==> src/rtl/main_ram_arbiter.sv <==
// main_ram_arbiter
//   Two-requester arbiter in front of an asynchronous SRAM. Each granted access
//   runs SETUP (1 cycle) -> STROBE (STROBE_CYC cycles) -> HOLD (1 cycle) and
//   then returns to IDLE. Ties are broken round-robin. Requester 0 wins the
//   first tie after reset.
//
// Ports
//   clk                 sole clock, rising edge
//   _reset              asynchronous active-low reset
//   req0/req1           level requests, held until the matching done
//   we0/we1             1 = write, 0 = read
//   addr0/addr1         requester addresses
//   wdata0/wdata1       requester write data
//   done0/done1         one-cycle completion pulse (HOLD cycle)
//   rdata               data of the last completed read
//   busy                high whenever not IDLE
//   _ram_cs/_ram_oe/_ram_w  active-low RAM controls
//   ram_addr/ram_din    RAM address / write data, driven from the request latch
//   ram_dout            RAM read data
module main_ram_arbiter #(
  parameter int unsigned ADDR_W     = 20,
  parameter int unsigned DATA_W     = 8,
  parameter int unsigned STROBE_CYC = 2
) (
  input  logic              clk,
  input  logic              _reset,
  input  logic              req0,
  input  logic              req1,
  input  logic              we0,
  input  logic              we1,
  input  logic [ADDR_W-1:0] addr0,
  input  logic [ADDR_W-1:0] addr1,
  input  logic [DATA_W-1:0] wdata0,
  input  logic [DATA_W-1:0] wdata1,
  output logic              done0,
  output logic              done1,
  output logic [DATA_W-1:0] rdata,
  output logic              busy,
  output logic              _ram_cs,
  output logic              _ram_oe,
  output logic              _ram_w,
  output logic [ADDR_W-1:0] ram_addr,
  output logic [DATA_W-1:0] ram_din,
  input  logic [DATA_W-1:0] ram_dout
);

  typedef enum logic [1:0] {
    S_IDLE,
    S_SETUP,
    S_STROBE,
    S_HOLD
  } state_e;

  // Counter counts down the remaining strobe cycles; loaded with STROBE_CYC-1.
  localparam logic [3:0] CNT_LOAD = 4'(STROBE_CYC - 1);

  state_e              state_q, state_d;
  logic                gnt_q,   gnt_d;    // requester currently served
  logic                last_q,  last_d;   // requester served last
  logic                we_q,    we_d;
  logic [ADDR_W-1:0]   addr_q,  addr_d;
  logic [DATA_W-1:0]   wdata_q, wdata_d;
  logic [3:0]          cnt_q,   cnt_d;
  logic [DATA_W-1:0]   rdata_q, rdata_d;
  logic                pick;

  always_ff @(posedge clk or negedge _reset) begin
    if (!_reset) begin
      state_q <= S_IDLE;
      gnt_q   <= 1'b0;
      last_q  <= 1'b1;
      we_q    <= 1'b0;
      addr_q  <= '0;
      wdata_q <= '0;
      cnt_q   <= '0;
      rdata_q <= '0;
    end else begin
      state_q <= state_d;
      gnt_q   <= gnt_d;
      last_q  <= last_d;
      we_q    <= we_d;
      addr_q  <= addr_d;
      wdata_q <= wdata_d;
      cnt_q   <= cnt_d;
      rdata_q <= rdata_d;
    end
  end

  always_comb begin
    state_d = state_q;
    gnt_d   = gnt_q;
    last_d  = last_q;
    we_d    = we_q;
    addr_d  = addr_q;
    wdata_d = wdata_q;
    cnt_d   = cnt_q;
    rdata_d = rdata_q;
    pick    = 1'b0;
    case (state_q)
      S_IDLE: begin
        if (req0 || req1) begin
          // On a tie the requester not served last wins.
          pick    = (req0 && req1) ? ~last_q : req1;
          gnt_d   = pick;
          last_d  = pick;
          we_d    = pick ? we1    : we0;
          addr_d  = pick ? addr1  : addr0;
          wdata_d = pick ? wdata1 : wdata0;
          state_d = S_SETUP;
        end
      end
      S_SETUP: begin
        cnt_d   = CNT_LOAD;
        state_d = S_STROBE;
      end
      S_STROBE: begin
        if (cnt_q == '0) begin
          // Sample read data while _ram_oe is still low.
          if (!we_q) rdata_d = ram_dout;
          state_d = S_HOLD;
        end else begin
          cnt_d = cnt_q - 4'd1;
        end
      end
      S_HOLD: begin
        state_d = S_IDLE;
      end
      default: begin
        state_d = S_IDLE;
      end
    endcase
  end

  // Controls decode straight from the state register so an asynchronous reset
  // releases the strobes without waiting for a clock edge.
  assign busy     = (state_q != S_IDLE);
  assign _ram_cs  = (state_q == S_IDLE);
  assign _ram_w   = !((state_q == S_STROBE) &&  we_q);
  assign _ram_oe  = !((state_q == S_STROBE) && !we_q);
  assign done0    = (state_q == S_HOLD) && !gnt_q;
  assign done1    = (state_q == S_HOLD) &&  gnt_q;
  assign rdata    = rdata_q;
  assign ram_addr = addr_q;
  assign ram_din  = wdata_q;

endmodule

==> config.mk <==
export PLATFORM = sky130hd
export DESIGN_NAME = main_ram_arbiter
export DESIGN_NICKNAME = d
export VERILOG_FILES = /design/src/rtl/main_ram_arbiter.sv
export SDC_FILE = /design/constraint.sdc
export NUM_CORES = 1
export LEC_CHECK = 0
export BUFFER_PORTS_ARGS = -buffer_cell sky130_fd_sc_hd__clkbuf_2
export CAP_MARGIN = 20
export CORE_MARGIN = 4
export CORE_UTILIZATION = 35
export DETAILED_ROUTE_END_ITERATION = 16
export PLACE_DENSITY = 0.66
export RECOVER_POWER = 25
export SLEW_MARGIN = 20
export SYNTH_ARGS = -nofsm -noshare
export SYNTH_HDL_FRONTEND = slang
export SYNTH_SLANG_ARGS = --single-unit
==> constraint.sdc <==
create_clock -name clk -period 2.4 [get_ports clk]
set_input_delay 0.24 -clock clk [delete_from_list [all_inputs] [get_ports clk]]
set_output_delay 0.24 -clock clk [all_outputs]
set_load 0.02 [all_outputs]
# [After elaboration in Yosys (flattened, before gate mapping)]
# Index checks and enable logic that the tools add are counted.
[totals] word_cells=44 reg_bits=45
[classes] muxes=9 eq_ne=6 add_sub_neg=1 n_reduce_logical=18 bitwise_logic=2
[op_table] op="2-to-1 mux 20 bit" n=1
[op_table] op="2-to-1 mux 8 bit" n=1
[op_table] op="one-hot mux 2 bit (4 select lines)" n=1
[op_table] op="one-hot mux 4 bit (2 select lines)" n=1
[op_table] op="AND reduction 2 bit" n=3
[op_table] op="logical AND 1 bit" n=5
[op_table] op="== test 2 bit (second input constant)" n=2
[op_table] op="zero test 1 bit" n=4
[op_table] op="zero test 4 bit" n=1
[op_table] op="2-to-1 mux 2 bit" n=2
[op_table] op="2-to-1 mux 4 bit" n=1
[op_table] op="!= test 2 bit (second input constant)" n=2
[op_table] op="nonzero test 2 bit" n=2
[op_table] op="subtractor 4 x 1 -> 4 bit (second input constant)" n=1
[op_table] op="AND reduction 3 bit" n=1
[op_table] op="== test 2 x 1 -> 1 bit (second input constant)" n=1
[op_table] op="zero test 2 bit" n=1
[op_table] op="2-to-1 mux 1 bit" n=2
[op_table] op="!= test 2 x 1 -> 1 bit (second input constant)" n=1
[op_table] op="NOT 1 bit" n=2
[op_table] op="logical OR 1 bit" n=1

# [Logic depth before layout (Yosys ltp)]
[logic_depth] depth_word=3 ltp_mapped=7 depth_no_buf=5

# [Worst setup path after synthesis]
# OpenSTA, ideal clock, no wires.
[synth_timing] path_kind="reg2reg" start="register state_q[0]" end="register state_q[1]" path_stages_with_launch=6 arrival_time_ns=1.628 required_time_ns=2.275 slack_ns=0.647 n_path_buf=0 cell_sequence="dfrtp_1 inv_1 ha_1 inv_1 o32a_2 mux2_2"
[synth_via] elab_chain_cells=3 word_cells_on_any_way=8 classes_between="eq/ne: 5; mux: 1; reduce/logical: 2"
[synth_lines] element="start: declaration" line="57" text="state_e state_q, state_d;"
[synth_lines] element="start signal: assignment" line="78" text="state_q <= state_d;"
[synth_lines] element="zero test 2 bit (*)"
[synth_lines] element="named net _ram_cs" line="39" text="output logic _ram_cs,"
[synth_lines] element="!= test 2 x 1 -> 1 bit (no line)"
[synth_lines] element="AND reduction 2 bit (no line)"
# The timed path passes the listed nets; every way through them passes the cells marked *.
# A chain may end at the register's enable or synchronous reset.

# [Worst setup path in the final report]
[layout_timing] start="register cnt_q[0]" end="register rdata_q[2], in the netlist rdata[2]"
[layout_via] elab_chain_cells=2
[layout_lines] element="start: declaration" line="63" text="logic [3:0] cnt_q, cnt_d;"
[layout_lines] element="start signal: assignment" line="84" text="cnt_q <= cnt_d;"
[layout_lines] element="zero test 4 bit" line="117" text="if (cnt_q == '0) begin"
[layout_lines] element="AND reduction 3 bit (no line)"
[layout_lines] element="end signal: assignment" line="85" text="rdata_q <= rdata_d;"
[layout_lines] element="end: declaration" line="64" text="logic [DATA_W-1:0] rdata_q, rdata_d;"
# No other way between the ends.

==> metrics.md <==
| Metric | Value |
|---|---|
| TritonCTS buffer count | `5` |
| Root Buffer | `clkbuf_8` |
| Critical path type | `register to register` |
| Final Hold Fails | `0` |
| Via Count | `1719` |
| Synthesis-to-layout area growth | `33.7%` |
| FMAX | `0.582 GHz` |
| Core box area | `5990 um2` |
| Crit-path max FO | `8` |
| Worst-Skew Late Latency | `0.29 ns` |
| Distinct cells, synth | `34` |
| Port Buffers | `111` |
| Hold Path Cell Cnt | `2` |
| Critical Path Start Type | `register` |
| Worst-Margin Slew | `1.11 ns` |
| TNS Setup | `0 ns` |
| Vias in the first global route | `1659` |
| Drt first-iter violations | `28` |
| Post-Syn Nets | `271` |
| Pwr Density | `1270 nW/um2` |
| Min cycle time layout | `1.72 ns` |
| Final setup violation count | `0` |
| Syn Area/Cell | `11.2 um2` |
| Number of enable flip-flop cells after synthesis | `0` |
| Wirelength per Cell | `12.4 um` |
| Post CTS Setup Buffer Count | `0` |
| # clock sinks | `45` |
| DR vias/cell | `4.52` |
| Crit end category | `register` |
| Syn Inst Count | `195` |
| Clk slew on worst S/H paths | `0.08 ns` |
| Min Hold Slack | `0.178 ns` |
| Routability cong. | `0.748` |
| Ports | `112` |
| Die Wd | `86.8 um` |
| DR DRC count | `0` |
| Total track usage | `12.6%` |
| Fin nets | `380` |
| Flop2flop setup slack | `0.68 ns` |
| Post-synth ARST share | `100%` |
| CTS Hold Buffers Added | `0` |
| CTS tree | `yes` |
| Pre-Repair DR Iteration Count | `4` |
| Slew Limit Fails | `0` |
| Peak VDD IR | `0.515 mV` |
| Crit path required time | `2.57 ns` |
| Maximum clock path buffer count | `2` |
| Share of layout cells above drive strength 1 | `44.9%` |
| Worst Hold Launch | `ram_dout[7]` |
| Initial antenna violation count | `0` |
| Die height | `86.8 um` |
| Fill cells | `566` |
| RSZ-0062 raised after global routing | `no` |
| Largest net degree at the start of global routing | `46` |
| CP arrival | `1.89 ns` |
| Register area share after synthesis | `51.8%` |
| Final period util | `71.5%` |
| Ys Warns | `0` |
| Most frequent cells in the layout | `clkbuf_2 (112), dfrtp_1 (44), nand2_1 (32), o21ai_0 (31), mux2i_1 (30)` |
| Worst R2R End | `rdata[2]` |
| Post-cts gate resize count | `0` |
| Final WL | `4.71 mm` |
| RR Startpoint | `cnt_q[0]` |
| Mapped cell area | `2170 um2` |
| First-pass GRT wire length | `7.43 mm` |
| Clk_skew | `0.00537 ns` |
| Grt ovf | `0` |
| Flip-flop and latch count after synthesis | `45` |
| Row cnt | `28` |
| Max_cap viols | `0` |
| Most common cell after layout, fill and taps aside | `clkbuf_2` |
| Hold EP | `rdata[7]` |
| Depth of the most critical reg-to-reg path | `5` |
| Detailed Place HPWL | `3.71 mm` |
| Die area | `7540 um2` |
| Number of diodes | `0` |
| ANT nets after route | `0` |
| Ys flop type | `dfrtp_1` |
| CTS H-tree lvls | `2` |
| Slew headroom | `26.3%` |
| Run status | `finished clean` |
| Initial Utilization | `36.3%` |
| Leak pwr | `1.62 nW` |
| HP Class | `input port to register` |
## Yosys cell counts, types with 2 or more instances
cell | count | area, um2
dfrtp_1 | 44 | 1100
nand2_1 | 32 | 120
o21ai_0 | 31 | 155
mux2i_1 | 30 | 300
mux2_4 | 8 | 120
inv_1 | 7 | 26.3
ha_1 | 6 | 75.1
clkbuf_1 | 5 | 18.8
buf_2 | 3 | 15.0
buf_4 | 3 | 22.5
a21oi_1 | 2 | 10.0
nor3_1 | 2 | 10.0
## power breakdown
part / total (mW) / leakage, nW / internal, mW / switching, mW
sequential: 1.37 / 0.547 / 1.14 / 0.231
combinational: 1.85 / 1.03 / 0.759 / 1.09
clock: 0.472 / 0.0445 / 0.234 / 0.239
total: 3.70 / 1.62 / 2.14 / 1.56
## per-stage QoR
| stage | instances | utilization [%] | cell area, um2 | power, mW | setup WS [ns] |
|---|---|---|---|---|---|
| floorplan | 195 | - | 2170 | 2.64 | 0.647 |
| global placement | 372 | 47.0 | 2820 | 3.23 | 0.723 |
| detailed placement | 372 | 47.0 | 2820 | 3.28 | 0.682 |
| CTS | 380 | 48.6 | 2910 | 3.77 | 0.669 |
| global route | 380 | 48.5 | 2910 | 4.00 | 0.548 |
| finish | 380 | 48.5 | 2910 | 3.70 | 0.683 |
## how the worst max path moves through the flow
stage	startpoint	to	slack, ns
global route	state_q[0]	rdata[2]	0.55
detailed placement	cnt_q[0]	rdata[5]	0.68
finish	cnt_q[0]	rdata[2]	0.68
CTS	state_q[0]	rdata[3]	0.67
global placement	cnt_q[0]	rdata[1]	0.72
floorplan	state_q[0]	state_q[1]	0.65
## registers in the layout, indices dropped and copies added (netlist names)
signal    cells
ram_addr     20
state_q       2
we_q          1
rdata         8
cnt_q         4
gnt_q         1
last_q        1
ram_din       8
## logic make-up (layout without fill, tap and decap cells)
group | after synthesis | after routing | share of synthesized area, %
muxes | 39 | 39 | 19.9
and+or+nand+nor | 44 | 44 | 9.55
AOI/OAI and AO/OA | 41 | 41 | 10.6
DFF | 45 | 45 | 51.8
xor gates and xnor gates | 1 | 1 | 0.403
buffers and inverters | 19 | 129 | 4.32
adders and majority gates | 6 | 6 | 3.45
## worst max-delay path, cell delays in order, from the launching register on
cell	delay [ns]
dfrtp_1	0.39
inv_1	0.12
ha_1	0.18
nor3b_4	0.32
nand2b_2	0.25
mux2_4	0.35
## cell type report
| type | instances | area (um2) | share of cell area (%) |
|---|---|---|---|
| clock buffer | 7 | 86.3 | 2.97 |
| clock inverter | 1 | 7.51 | 0.258 |
| inverter | 7 | 26.3 | 0.904 |
| multi-input combinational | 131 | 965 | 33.2 |
| sequential | 45 | 1130 | 38.8 |
| tap | 75 | 93.8 | 3.23 |
| timing repair buffer | 114 | 601 | 20.7 |
## routing by layer
metal / wire length [um] / part of all wire, % / GRT usage (%) / vias up
li1: - / - / - / 885
met1: 2020 / 43 / 16.0 / 752
met2: 2170 / 46 / 20.1 / 75
met3: 458 / 9.7 / 3.90 / 7
met4: 63 / 1.3 / 4.67 / 0
met5: 0 / 0 / 0 / -
Note: power is estimated with default switching activity, not from simulation.
